$ cat src/rtl/sent_rx_fast_frame_decoder.sv
`default_nettype none
// ============================================================================
// Module : sent_rx_fast_frame_decoder
// Brief  : SENT fast-channel receiver - pulse timing, sync lock, nibble decode
// Rev    : 1.0
// ============================================================================
module sent_rx_fast_frame_decoder #(
  parameter int TICK_CLKS  = 4,
  parameter int SYNC_TICKS = 56,
  parameter int SYNC_TOL   = 1,
  parameter int MAX_TICKS  = 1023
) (
  input  logic        clk_rx,
  input  logic        reset_rx,
  input  logic        sent_rx,
  output logic [27:0] data_fast_check_crc,
  output logic [3:0]  status_nibble,
  output logic [2:0]  enable_crc_check,
  output logic        frame_error,
  output logic        sync_locked
);

  localparam int                 c_sub_w     = $clog2(TICK_CLKS);
  localparam logic [c_sub_w-1:0] c_sub_load  = c_sub_w'(TICK_CLKS / 2);
  localparam logic [c_sub_w-1:0] c_sub_last  = c_sub_w'(TICK_CLKS - 1);
  localparam logic [c_sub_w-1:0] c_sub_one   = c_sub_w'(1);
  localparam logic [9:0]         c_max_ticks = 10'(MAX_TICKS);
  localparam logic [9:0]         c_sync_min  = 10'(SYNC_TICKS - SYNC_TOL);
  localparam logic [9:0]         c_sync_max  = 10'(SYNC_TICKS + SYNC_TOL);
  localparam logic [9:0]         c_nib_min   = 10'd12;
  localparam logic [9:0]         c_nib_max   = 10'd27;

  typedef enum logic [2:0] {
    ST_IDLE      = 3'd0,
    ST_WAIT_SYNC = 3'd1,
    ST_STATUS    = 3'd2,
    ST_DATA      = 3'd3,
    ST_CRC       = 3'd4
  } state_t;

  state_t             r_state;
  state_t             w_state_nxt;
  logic               r_sync1, r_sync2, r_sync_prev;
  logic               w_fall;
  logic [c_sub_w-1:0] r_sub;
  logic [9:0]         r_ticks;
  logic               w_stall;
  logic               w_nib_valid;
  logic [3:0]         w_nib;
  logic               w_sync_ok;
  logic [2:0]         r_idx;
  logic [3:0]         r_status_sh;
  logic [23:0]        r_data_sh;
  logic               w_err;
  logic               w_done;
  logic               w_lock_set;
  logic               w_lock_clr;

  always_ff @(posedge clk_rx) begin
    if (reset_rx) begin
      r_sync1     <= 1'b0;
      r_sync2     <= 1'b0;
      r_sync_prev <= 1'b0;
    end else begin
      r_sync1     <= sent_rx;
      r_sync2     <= r_sync1;
      r_sync_prev <= r_sync2;
    end
  end

  assign w_fall = r_sync_prev & ~r_sync2;

  // Sub-counter preloaded with half a tick so widths round to the nearest tick
  always_ff @(posedge clk_rx) begin
    if (reset_rx) begin
      r_sub   <= '0;
      r_ticks <= '0;
    end else if (w_fall) begin
      r_sub   <= c_sub_load;
      r_ticks <= '0;
    end else if (r_sub == c_sub_last) begin
      r_sub <= '0;
      if (r_ticks != c_max_ticks) r_ticks <= r_ticks + 10'd1;
    end else begin
      r_sub <= r_sub + c_sub_one;
    end
  end

  assign w_nib_valid = (r_ticks >= c_nib_min) && (r_ticks <= c_nib_max);
  assign w_nib       = r_ticks[3:0] - 4'd12;
  assign w_sync_ok   = (r_ticks >= c_sync_min) && (r_ticks <= c_sync_max);
  assign w_stall     = (r_state != ST_IDLE) && (r_ticks == c_max_ticks);

  always_ff @(posedge clk_rx) begin
    if (reset_rx) r_state <= ST_IDLE;
    else          r_state <= w_state_nxt;
  end

  always_comb begin
    w_state_nxt = r_state;
    w_err       = 1'b0;
    w_done      = 1'b0;
    w_lock_set  = 1'b0;
    w_lock_clr  = 1'b0;
    case (r_state)
      ST_IDLE: begin
        if (w_fall) w_state_nxt = ST_WAIT_SYNC;
      end
      ST_WAIT_SYNC: begin
        if (w_fall && w_sync_ok) begin
          w_state_nxt = ST_STATUS;
          w_lock_set  = 1'b1;
        end
      end
      ST_STATUS, ST_DATA: begin
        if (w_fall) begin
          if (!w_nib_valid) begin
            w_err       = 1'b1;
            w_lock_clr  = 1'b1;
            w_state_nxt = ST_WAIT_SYNC;
          end else if (r_state == ST_STATUS) begin
            w_state_nxt = ST_DATA;
          end else if (r_idx == 3'd5) begin
            w_state_nxt = ST_CRC;
          end
        end
      end
      ST_CRC: begin
        if (w_fall) begin
          w_state_nxt = ST_WAIT_SYNC;
          if (w_nib_valid) begin
            w_done = 1'b1;
          end else begin
            w_err      = 1'b1;
            w_lock_clr = 1'b1;
          end
        end
      end
      default: w_state_nxt = ST_IDLE;
    endcase
    // A coincident edge takes priority over the stall
    if (!w_fall && w_stall) begin
      w_state_nxt = ST_IDLE;
      w_err       = sync_locked;
      w_lock_clr  = 1'b1;
    end
  end

  always_ff @(posedge clk_rx) begin
    if (reset_rx) begin
      r_idx               <= '0;
      r_status_sh         <= '0;
      r_data_sh           <= '0;
      data_fast_check_crc <= '0;
      status_nibble       <= '0;
      enable_crc_check    <= '0;
      frame_error         <= 1'b0;
      sync_locked         <= 1'b0;
    end else begin
      frame_error      <= w_err;
      enable_crc_check <= w_done ? 3'b001 : 3'b000;
      if (w_lock_set)      sync_locked <= 1'b1;
      else if (w_lock_clr) sync_locked <= 1'b0;
      if (w_fall && w_nib_valid) begin
        case (r_state)
          ST_STATUS: begin
            r_status_sh <= w_nib;
            r_idx       <= '0;
          end
          ST_DATA: begin
            r_data_sh <= {r_data_sh[19:0], w_nib};
            r_idx     <= r_idx + 3'd1;
          end
          ST_CRC: begin
            data_fast_check_crc <= {r_data_sh, w_nib};
            status_nibble       <= r_status_sh;
          end
          default: ;
        endcase
      end
    end
  end

endmodule
`default_nettype wire

$ cat config.mk
export PLATFORM = sky130hd
export DESIGN_NAME = sent_rx_fast_frame_decoder
export DESIGN_NICKNAME = d
export VERILOG_FILES = /design/src/rtl/sent_rx_fast_frame_decoder.sv
export SDC_FILE = /design/constraint.sdc
export NUM_CORES = 1
export LEC_CHECK = 0
export ABC_AREA = 1
export BUFFER_PORTS_ARGS = -buffer_cell sky130_fd_sc_hd__buf_2
export CORE_MARGIN = 2
export CORE_UTILIZATION = 52
export DETAILED_ROUTE_END_ITERATION = 8
export PLACE_DENSITY = 0.75
export REMOVE_ABC_BUFFERS = 1
export SETUP_SLACK_MARGIN = 0.02
export SKIP_LAST_GASP = 1
export SYNTH_ARGS = -nofsm -noshare
export SYNTH_HDL_FRONTEND = slang
export SYNTH_SLANG_ARGS = --single-unit
export TNS_END_PERCENT = 10
$ cat constraint.sdc
create_clock -name clk_rx -period 1.65 [get_ports clk_rx]
set_input_delay 0.33 -clock clk_rx [delete_from_list [all_inputs] [get_ports clk_rx]]
set_output_delay 0.33 -clock clk_rx [all_outputs]
set_load 0.05 [all_outputs]
==> flow_summary.yaml <==
global_route:
  grtUsageTotal_pct: 21.6
  antenna_found_initial: 0
  grt_max_degree: 45
  grt_pass1_wl_mm: 12.8
  overflow: 0
  grt_pass1_vias: 2939
placement:
  dp_slack_ns: -0.0800
  gp_congestion: 0.882
  placed_cell_area_um2: 4010
  dp_hpwl_mm: 5.39
  portBuffers: 37
setup_path:
  rr_worst_depth: 10
  worstReg2RegStart: "r_ticks[2]$_SDFFE_PP0P_"
  critPathMaxStageDelay_ns: 0.42
  path_class: "reg -> reg"
  critical_path.most_common_cell: "nand2_1"
  path_max_fanout: 8
  crit_family: "simple AND/OR/NAND/NOR gates"
  worstPathRequired_ns: 1.94
  endpoint_kind: "flop"
  slowest_stage: "dfxtp_4"
  crit_chain: "ha_4 -> nor2_1 -> nand2_1 -> nand2_2 -> nor2_4 -> nand2_4 -> nor2_8 -> buf_6 -> nand2_1 -> a21oi_1"
  worstPathArrival_ns: 1.97
  r2r_end: "r_data_sh[18]$_SDFFE_PP0P_"
  critPathBufInv: 1
  critPathLaunchType: "flop"
  reg2reg_slack_ns: -0.03
min_path:
  holdPathStages: 3
  hp-class: "in -> reg"
  min_from: "sent_rx"
  min_to: "r_sync1$_SDFF_PP0_"
logic_synthesis:
  syn_inst: 474
  seq_area_frac_synth_pct: 47.3
  ys_warn_count: 0
  synth_cell_types: 24
  ys_ff_latch: 84
  synth_area_per_cell_um2: 7.50
  netlist_area_um2: 3550
die:
  start_util_pct: 52.9
  die-height_um: 86.7
  fp.dieW_um: 86.7
  placementRows: 30
  die_area_um2: 7510
  ios: 40
  core_area_um2: 6720
drt:
  drc: 0
  drt_pass1_iterations: 5
  drtIter0Drc: 148
  avgRoutedWirePerCell_um: 13.3
  avgViaCountPerCell: 5.28
  ant_nets: 0
  vias: 3256
  wirelength_mm: 8.23
timing:
  slew_viol_final: 0
  setup_viol: 16
  setup_slack_ns: -0.0271
  max_clock_freq_mhz: 596
  fin_crit_ns: 1.68
  post-route-period-util_pct: 102
  rsz0062_at_grt: "yes"
  fin_skew_ns: 0.0167
  hold_violations: 0
cells_and_area:
  fill_cells: 570
  areaGrowthSynthToFinish_pct: 25.8
  stdcell_area_um2: 4470
  nets: 546
  diodes: 0
  utilization_pct: 66.5
  layout-drive-gt1-share_pct: 24.2
outcome:
  status: "complete, but fails checks"
  violations: "setup timing"
clock_tree:
  cts_max_path_buffers: 2
  htree_levels: 3
  clkTransAtPathRegs_ns: 0.09
  cts_tree: "done"
  clkSinkCount: 84
  cts_buffers: 9
  clk_latency_ns: 0.37
  cts-root-buf: "clkbuf_8"
power:
  seqPwrFrac_pct: 50.5
  leakage_nw: 1.83
  p_per_area_nw_per_um2: 931
  p_switching_w: 0.00131
  p_sw_share_pct: 31.5
  pwr-share-clk_pct: 34.3
  p_int_w: 0.00285
  combPwrFrac_pct: 15.3
  peakVddDrop_v: 0.000608
run:
  maxCapViolCount: 0
[cell usage in the layout, fill, tap and decap left out, types with 5 or more instances in the layout]
master and instances:
nand2_1 129, dfxtp_1 79, a21oi_1 70, nand3_1 42, buf_2 37, nor2_1 31, inv_1 27, buf_4 21
clkbuf_8 9, nand2_2 7, o21ai_0 7, buf_12 7, xor2_1 6, ha_4 5, ha_1 5
[per-layer routing]
metal / up-vias / track usage, % / wire (um)
met3: 20 / 3.71 / 247
met5: - / 0 / 0
li1: 1645 / - / -
met1: 1519 / 26.8 / 3680
met2: 72 / 36.2 / 4120
met4: 0 / 10.5 / 182
[power groups by stage]
stage          clock, W  sequential (W)  combinational [W]
3_3_place_gp          0         0.00214           0.000508
6_report        0.00142         0.00210           0.000636
5_1_grt         0.00154         0.00210           0.000699
3_5_place_dp          0         0.00214           0.000529
4_1_cts         0.00145         0.00209           0.000550
2_1_floorplan         0         0.00214           0.000325
[tightest hold or removal path: stages]
cell	delay (ns)
buf_2	0.08
inv_1	0.03
nor2_1	0.06
[synth_stat cells]
library cell | n | area share (%)
a211oi_2 | 1 | 0.35
a21oi_1 | 73 | 10
buf_2 | 5 | 0.70
buf_4 | 10 | 2.1
buf_6 | 2 | 0.63
clkbuf_1 | 8 | 0.85
conb_1 | 1 | 0.11
dfxtp_1 | 84 | 47
ha_1 | 11 | 3.9
inv_1 | 31 | 3.3
inv_2 | 2 | 0.21
nand2_1 | 138 | 15
nand2_2 | 1 | 0.18
nand2_4 | 1 | 0.32
nand3_1 | 46 | 6.5
nand4_1 | 3 | 0.53
nor2_1 | 36 | 3.8
nor2_4 | 1 | 0.32
nor2_8 | 1 | 0.56
nor3_1 | 4 | 0.56
o2111ai_1 | 1 | 0.25
o21ai_0 | 7 | 0.99
xnor2_1 | 1 | 0.25
xor2_1 | 6 | 1.5
[cells by family (layout without fill, tap and decap cells)]
kind of cell	after synthesis	in the layout	share of synthesized area, %
buffers and inverters	58	120	7.78
DFF	84	84	47.3
adders and majority gates	11	11	3.87
xor gates and xnor gates	7	7	1.73
and+or+nand+nor	231	231	27.3
AOI/OAI and AO/OA	82	82	11.9
other	1	2	0.106
[registers in the layout, indices dropped and copies added (netlist names), 2 cells and up]
signal,flops
r_state,3
r_sub,2
r_ticks,10
r_idx,3
r_status_sh,4
status_nibble,4
data_fast_check_crc,28
r_data_sh,24
[how the worst max path moves through the flow]
stage | from | endpoint | slack (ns) | cells after the start
global placement | r_ticks[1]$_SDFFE_PP0P_ | r_ticks[3]$_SDFFE_PP0P_ | -0.04 | 10
global route | r_ticks[2]$_SDFFE_PP0P_ | r_data_sh[18]$_SDFFE_PP0P_ | -0.15 | 10
detailed placement | r_ticks[0]$_SDFFE_PP0P_ | r_ticks[0]$_SDFFE_PP0P_ | -0.08 | 9
floorplan | r_state[0]$_SDFFE_PP0P_ | data_fast_check_crc[0]$_SDFFE_PP0P_ | -0.83 | 6
finish | r_ticks[2]$_SDFFE_PP0P_ | r_data_sh[18]$_SDFFE_PP0P_ | -0.03 | 10
CTS | r_ticks[2]$_SDFFE_PP0P_ | data_fast_check_crc[7]$_SDFFE_PP0P_ | -0.01 | 12
[cell type report]
class	count	area [um^2]	share of cell area [%]
clock buffer	9	124	2.77
clock inverter	7	66.3	1.48
inverter	33	139	3.11
multi-input combinational	333	1770	39.5
sequential	84	1700	37.9
tap	80	100	2.24
timing repair buffer	71	578	12.9
[what timing repair did]
| action | CTS | global route |
|---|---|---|
| setup buffers | 2 | 0 |
| endpoints found under the setup margin | 63 | 79 |
| hold buffers | 0 | 0 |
| cloned | 0 | 2 |
| pin swaps | 1 | 12 |
| gates resized for setup | 10 | 49 |
[metrics by stage]
step,hold WS (ns),setup TNS (ns),power (W),instances
after floorplan,0.388,-31.02,0.00246,450
after global placement,0.389,-0.0593,0.00265,597
after detailed placement,0.399,-1.45,0.00267,597
after CTS,0.158,-0.0111,0.00410,615
after global routing,0.193,-5.72,0.00434,617
final,0.170,-0.161,0.00416,617
No activity file was read; power rests on OpenSTA's default activity.
